[config.mk]
export PLATFORM = sky130hd
export DESIGN_NAME = ssp_serdes
export DESIGN_NICKNAME = d
export VERILOG_FILES = /design/src/rtl/ssp_pkg.sv /design/src/rtl/ssp_sync2.sv /design/src/rtl/ssp_serdes.sv
export SDC_FILE = /design/constraint.sdc
export NUM_CORES = 1
export LEC_CHECK = 0
export ABC_CLOCK_PERIOD_IN_PS = 6600
export CAP_MARGIN = 20
export CORE_UTILIZATION = 30
export DETAILED_ROUTE_END_ITERATION = 10
export SYNTH_ARGS = -nofsm -noshare
export SYNTH_HDL_FRONTEND = slang
export SYNTH_SLANG_ARGS = --single-unit
[constraint.sdc]
create_clock -name pclk -period 6.6 [get_ports pclk]
set_clock_uncertainty 0.2 [all_clocks]
set_input_delay 1.65 -clock pclk [delete_from_list [all_inputs] [get_ports pclk]]
set_output_delay 1.65 -clock pclk [all_outputs]
set_load 0.01 [all_outputs]
[src/rtl/ssp_pkg.sv]
// Shared definitions for the SSP serialiser/deserialiser: FSM state encodings
// and the legal frame-width range.
package ssp_pkg;

    localparam int DATA_W_MIN = 4;
    localparam int DATA_W_MAX = 16;
    localparam int CNT_W      = 5;

    typedef enum logic [1:0] {
        TX_IDLE  = 2'd0,
        TX_SYNC  = 2'd1,
        TX_SHIFT = 2'd2,
        TX_END   = 2'd3
    } tx_state_e;

    typedef enum logic {
        RX_IDLE  = 1'b0,
        RX_SHIFT = 1'b1
    } rx_state_e;

endpackage

[src/rtl/ssp_sync2.sv]
// Two-flop synchroniser for a single asynchronous input, clears to 0 on reset.
module ssp_sync2 (
    input  logic clk_i,
    input  logic rst_ni,
    input  logic d_i,
    output logic q_o
);

    logic meta_q;
    logic sync_q;

    always_ff @(posedge clk_i or negedge rst_ni) begin
        if (!rst_ni) begin
            meta_q <= 1'b0;
            sync_q <= 1'b0;
        end else begin
            meta_q <= d_i;
            sync_q <= meta_q;
        end
    end

    assign q_o = sync_q;

endmodule

[src/rtl/ssp_serdes.sv]
// SSP-style serial transmitter/receiver with a pclk-derived SSPCLKOUT.
// Define SSP_LOOPBACK_EN to add a loopback input that feeds RX from the TX side.
module ssp_serdes
    import ssp_pkg::*;
#(
    parameter int DATA_W = 8,
    parameter int DIV_W  = 8
) (
    input  logic              pclk,
    input  logic              pclear_b,
    input  logic [DIV_W-1:0]  clk_div,
    input  logic [DATA_W-1:0] tx_data,
    input  logic              tx_valid,
    output logic              tx_ready,
    output logic              tx_done,
    output logic              SSPCLKOUT,
    output logic              SSPFSSOUT,
    output logic              SSPTXD,
    output logic              SSPOE_B,
    input  logic              SSPCLKIN,
    input  logic              SSPFSSIN,
    input  logic              SSPRXD,
`ifdef SSP_LOOPBACK_EN
    input  logic              loopback,
`endif
    output logic [DATA_W-1:0] rx_data,
    output logic              rx_valid,
    input  logic              rx_ready,
    output logic              rx_overrun
);

    localparam logic [CNT_W-1:0] LAST_BIT = CNT_W'(DATA_W - 1);

    tx_state_e          tx_state_q, tx_state_d;
    logic [DATA_W-1:0]  tx_sh_q, tx_sh_d;
    logic [CNT_W-1:0]   tx_cnt_q, tx_cnt_d;
    logic [DIV_W-1:0]   div_q, div_d;
    logic [DIV_W-1:0]   div_cnt_q, div_cnt_d;
    logic               sclk_q, sclk_d;
    logic               fss_q, fss_d;
    logic               txd_q, txd_d;
    logic               oe_b_q, oe_b_d;
    logic               tx_done_q, tx_done_d;
    logic               div_wrap;
    logic               tx_edge;

    rx_state_e          rx_state_q, rx_state_d;
    logic [DATA_W-1:0]  rx_sh_q, rx_sh_d;
    logic [CNT_W-1:0]   rx_cnt_q, rx_cnt_d;
    logic [DATA_W-1:0]  rx_data_q, rx_data_d;
    logic               rx_valid_q, rx_valid_d;
    logic               rx_ovr_q, rx_ovr_d;
    logic               clk_prev_q;
    logic               word_done;
    logic               rx_edge;

    logic               clk_src, fss_src, rxd_src;
    logic               clk_s, fss_s, rxd_s;

    // The divider free-runs; the counter compares with >= so a smaller divide
    // value latched while idle never strands it above the wrap point.
    assign div_wrap = (div_cnt_q >= div_q);
    assign tx_edge  = div_wrap && !sclk_q;

    always_comb begin
        sclk_d    = sclk_q;
        div_cnt_d = div_cnt_q + 1'b1;
        if (div_wrap) begin
            div_cnt_d = '0;
            sclk_d    = ~sclk_q;
        end
    end

    // SYNC drives FSS with the MSB pre-presented; SHIFT then emits all DATA_W
    // bits so a falling-edge receiver sees FSS one period ahead of the data.
    always_comb begin
        tx_state_d = tx_state_q;
        tx_sh_d    = tx_sh_q;
        tx_cnt_d   = tx_cnt_q;
        div_d      = div_q;
        fss_d      = fss_q;
        txd_d      = txd_q;
        oe_b_d     = oe_b_q;
        tx_done_d  = 1'b0;
        case (tx_state_q)
            TX_IDLE: begin
                div_d = clk_div;
                if (tx_valid) begin
                    tx_sh_d    = tx_data;
                    tx_state_d = TX_SYNC;
                end
            end
            TX_SYNC: begin
                if (tx_edge) begin
                    oe_b_d     = 1'b0;
                    fss_d      = 1'b1;
                    txd_d      = tx_sh_q[DATA_W-1];
                    tx_cnt_d   = '0;
                    tx_state_d = TX_SHIFT;
                end
            end
            TX_SHIFT: begin
                if (tx_edge) begin
                    fss_d    = 1'b0;
                    txd_d    = tx_sh_q[DATA_W-1];
                    tx_sh_d  = {tx_sh_q[DATA_W-2:0], 1'b0};
                    tx_cnt_d = tx_cnt_q + 1'b1;
                    if (tx_cnt_q == LAST_BIT) begin
                        tx_state_d = TX_END;
                    end
                end
            end
            TX_END: begin
                if (tx_edge) begin
                    oe_b_d     = 1'b1;
                    txd_d      = 1'b0;
                    tx_done_d  = 1'b1;
                    tx_state_d = TX_IDLE;
                end
            end
            default: tx_state_d = TX_IDLE;
        endcase
    end

`ifdef SSP_LOOPBACK_EN
    assign clk_src = loopback ? sclk_q : SSPCLKIN;
    assign fss_src = loopback ? fss_q  : SSPFSSIN;
    assign rxd_src = loopback ? txd_q  : SSPRXD;
`else
    assign clk_src = SSPCLKIN;
    assign fss_src = SSPFSSIN;
    assign rxd_src = SSPRXD;
`endif

    ssp_sync2 u_sync_clk (.clk_i(pclk), .rst_ni(pclear_b), .d_i(clk_src), .q_o(clk_s));
    ssp_sync2 u_sync_fss (.clk_i(pclk), .rst_ni(pclear_b), .d_i(fss_src), .q_o(fss_s));
    ssp_sync2 u_sync_rxd (.clk_i(pclk), .rst_ni(pclear_b), .d_i(rxd_src), .q_o(rxd_s));

    assign rx_edge = clk_prev_q && !clk_s;

    // A new word wins over the consumer's pop; overrun only when nobody took it.
    always_comb begin
        rx_state_d = rx_state_q;
        rx_sh_d    = rx_sh_q;
        rx_cnt_d   = rx_cnt_q;
        word_done  = 1'b0;
        case (rx_state_q)
            RX_IDLE: begin
                if (rx_edge && fss_s) begin
                    rx_state_d = RX_SHIFT;
                    rx_cnt_d   = '0;
                    rx_sh_d    = '0;
                end
            end
            RX_SHIFT: begin
                if (rx_edge) begin
                    if (fss_s) begin
                        rx_cnt_d = '0;
                        rx_sh_d  = '0;
                    end else begin
                        rx_sh_d  = {rx_sh_q[DATA_W-2:0], rxd_s};
                        rx_cnt_d = rx_cnt_q + 1'b1;
                        if (rx_cnt_q == LAST_BIT) begin
                            word_done  = 1'b1;
                            rx_state_d = RX_IDLE;
                        end
                    end
                end
            end
            default: rx_state_d = RX_IDLE;
        endcase

        rx_data_d  = rx_data_q;
        rx_valid_d = rx_valid_q;
        rx_ovr_d   = rx_ovr_q;
        if (word_done) begin
            rx_data_d  = rx_sh_d;
            rx_valid_d = 1'b1;
            if (rx_valid_q && !rx_ready) begin
                rx_ovr_d = 1'b1;
            end
        end else if (rx_valid_q && rx_ready) begin
            rx_valid_d = 1'b0;
        end
    end

    always_ff @(posedge pclk or negedge pclear_b) begin
        if (!pclear_b) begin
            tx_state_q <= TX_IDLE;
            tx_sh_q    <= '0;
            tx_cnt_q   <= '0;
            div_q      <= '0;
            div_cnt_q  <= '0;
            sclk_q     <= 1'b0;
            fss_q      <= 1'b0;
            txd_q      <= 1'b0;
            oe_b_q     <= 1'b1;
            tx_done_q  <= 1'b0;
            rx_state_q <= RX_IDLE;
            rx_sh_q    <= '0;
            rx_cnt_q   <= '0;
            rx_data_q  <= '0;
            rx_valid_q <= 1'b0;
            rx_ovr_q   <= 1'b0;
            clk_prev_q <= 1'b0;
        end else begin
            tx_state_q <= tx_state_d;
            tx_sh_q    <= tx_sh_d;
            tx_cnt_q   <= tx_cnt_d;
            div_q      <= div_d;
            div_cnt_q  <= div_cnt_d;
            sclk_q     <= sclk_d;
            fss_q      <= fss_d;
            txd_q      <= txd_d;
            oe_b_q     <= oe_b_d;
            tx_done_q  <= tx_done_d;
            rx_state_q <= rx_state_d;
            rx_sh_q    <= rx_sh_d;
            rx_cnt_q   <= rx_cnt_d;
            rx_data_q  <= rx_data_d;
            rx_valid_q <= rx_valid_d;
            rx_ovr_q   <= rx_ovr_d;
            clk_prev_q <= clk_s;
        end
    end

    assign tx_ready   = (tx_state_q == TX_IDLE);
    assign tx_done    = tx_done_q;
    assign SSPCLKOUT  = sclk_q;
    assign SSPFSSOUT  = fss_q;
    assign SSPTXD     = txd_q;
    assign SSPOE_B    = oe_b_q;
    assign rx_data    = rx_data_q;
    assign rx_valid   = rx_valid_q;
    assign rx_overrun = rx_ovr_q;

endmodule

==> results.ini <==
[place]
place_congestion = 0.710
place_ws_ns = 2.93
numPortBuffers = 38
dpl.hpwl_mm = 4.05
placed_cells = 444

[cts]
path_clk_slew_ns = 0.07
postCtsSetupBuffers = 0
cts_made_buffers = 9
clk_latency_ns = 0.34
cts_resized = 0
cts.path.max_buffers = 2
cts_hold_buf = 0
htreeDepth = 3
cts_root_buf = clkbuf_8
cts_tree = built
clock_sinks = 67

[power]
power.total_mw = 0.765
p_sw_mw = 0.181
p_leak_nw = 1.72
p_clk_share_pct = 39.6
ir_worst_vdd_mv = 0.0802
combPwrFrac_pct = 4.8
seq_power_share_pct = 55.6
intPower_mw = 0.584
p_sw_share_pct = 23.7
powerDensity_nw_per_um2 = 204

[finish]
layout-drive-gt1-share_pct = 9.48
nets = 360
synthToLayoutAreaGrowth_pct = 21.7
finalNonFillerCells = 460
num_antenna_cells = 0

[sta]
finalHoldViolations = 0
period_needed_ns = 4.03
fin_hold_ws_ns = 0.149
setup_tns_ns = 0
fin_crit_sh_pct = 61.0
relSlewSlack_pct = 44.0
finalSetupViolCount = 0
tightest_slew_ns = 0.839
worst_slack_ns = 2.57
slew_viol_final = 0
fmax_ghz = 0.248
rsz0062_at_grt = no

[setup_path]
critPathLaunch = tx_state_q[0]
reg2reg_depth = 6
cp.required_ns = 4.75
timing.rr.start = tx_state_q[0]
reg2reg_to = tx_state_q[1]
worstPathArrival_ns = 2.18
end_kind = primary output
path_max_fanout = 20
slowest_delay_ns = 0.67
worstPathCellList = inv_1 > ha_1 > clkdlybuf4s50_1
ff2ff_setup_slack_ns = 3.94
path_class = flip-flop to primary output
cp-start-kind = flip-flop
slowest_stage = clkdlybuf4s50_1

[floorplan]
fp-row-count = 36
die_area_um2 = 10700
boundaryPins = 39
core_um2 = 9860
start_util_pct = 31.3
die_h_um = 103
die_w_um = 103

[logic_synthesis]
syn_area_per_cell_um2 = 10.9
synthTopCellsByCount = dfrtp_1 (66), nand2_1 (38), ha_1 (15), o21ai_0 (15), nor2_1 (13)
synth_largest_area_cell = dfrtp_1
synth_area_leaders = dfrtp_1 (54%), ha_1 (6.1%), nand2_1 (4.6%)
netlist_instances = 283
ys_types = 49
synth_edf_count = 0
yosys_warnings = 0
synth_area_um2 = 3090
synth_nets = 321
ys_seq_area_share_pct = 54.4
ys_seq_elements = 67
synth_flop_cell = dfrtp_1
synthArstFlopShare_pct = 100
yosysTopAreaCellShare_pct = 53.5
synthMostInstantiatedCell = dfrtp_1

[grt]
grt_pass1_wl_mm = 10.6
grt_pass1_vias = 2246
track_usage_pct = 13.0
grt-ovfl-total = 0
grt_max_degree = 68
antenna_found_initial = 0

[min_path]
worstHoldStart = u_sync_clk.meta_q
hold_path_end = u_sync_clk.q_o
hold_path.class = flip-flop to flip-flop
min_path_cells = 0

[detailed_routing]
ant_nets = 0
via_count = 2244
drtIter0Drc = 76
wl_per_cell_um = 13.4
drc_errors = 0
drt-total-wl_mm = 6.16
dr.pass1.iters = 4
viasPerCell = 4.88

[status]
outcome = completed

[job]
drv_cap = 0

==> critical path: cells and delay by family, from the launching register on <==
kind	cells	cell delay, ns
flops	1	0.42
buf+inv	2	0.77
fa+ha+maj	1	0.65
==> routing by layer <==
layer / up-vias / routed length, µm / global-route usage (%) / part of all wire [%]
met5: - / 0 / 0 / 0
met1: 1093 / 2990 / 17.5 / 49
met3: 11 / 226 / 2.35 / 3.7
met4: 0 / 129 / 7.58 / 2.1
li1: 1092 / - / - / -
met2: 48 / 2810 / 19.7 / 46
==> cells in the final DEF (no fill, tap or decap), types with 3 or more instances in the layout <==
master and instances:
o22ai_1 7, nand2_1 38, or3_1 8, a221o_1 3
dfrtp_1 66, clkinv_2 4, o32ai_1 7, mux2_2 3
nand3_1 11, xor2_1 5, inv_1 12, a22o_1 11
xnor2_1 4, clkdlybuf4s50_1 37, clkbuf_8 10, a21oi_1 11
and3_1 5, nor2_1 13, ha_1 15, nor2b_1 4
o21ai_0 15
==> cells by family after synthesis <==
kind of cell    synth area share, %
compound gates                 16.7
buf+inv                        3.45
xor+xnor                       2.55
fa+ha+maj                      6.08
simple gates                   15.0
mux                            1.90
flops                          54.4
==> power groups by stage <==
stage	clock network (mW)	logic (mW)	registers, mW
floorplan	0	0.0129	0.432
global placement	0	0.0370	0.433
detailed placement	0	0.0376	0.433
CTS	0.310	0.0379	0.426
global route	0.327	0.0426	0.427
finish	0.303	0.0365	0.426
==> per-stage QoR <==
| step | utilization (%) | area [µm²] |
|---|---|---|
| after floorplan | - | 3090 |
| after global placement | 36.4 | 3590 |
| after detailed placement | 36.4 | 3590 |
| after CTS | 38.1 | 3760 |
| after global routing | 38.1 | 3760 |
| final | 38.1 | 3760 |
==> area by class of cell <==
| cell class | instances | area [µm²] |
|---|---|---|
| Clock buffer | 11 | 141 |
| Sequential cell | 67 | 1680 |
| Inverter | 13 | 48.8 |
| Clock inverter | 5 | 28.8 |
| Timing Repair Buffer | 40 | 390 |
| Tap cell | 133 | 166 |
| Fill cell | 973 | 6110 |
| Multi-Input combinational cell | 191 | 1300 |
==> worst max path at each step <==
stage | endpoint | cells after the start
2_1_floorplan | tx_sh_q[1] | 5
3_3_place_gp | tx_ready | 3
3_5_place_dp | tx_ready | 3
4_1_cts | tx_ready | 3
5_1_grt | tx_ready | 3
6_report | tx_ready | 3
==> registers in the layout (all words and copies together), names as in the netlist, 2 cells and up <==
name / flops
div_cnt_q: 8
div_q: 8
rx_data: 8
rx_sh_q: 8
tx_sh_q: 8
rx_cnt_q: 5
tx_cnt_q: 5
tx_state_q: 2
Note: power is estimated with default switching activity, not from simulation.
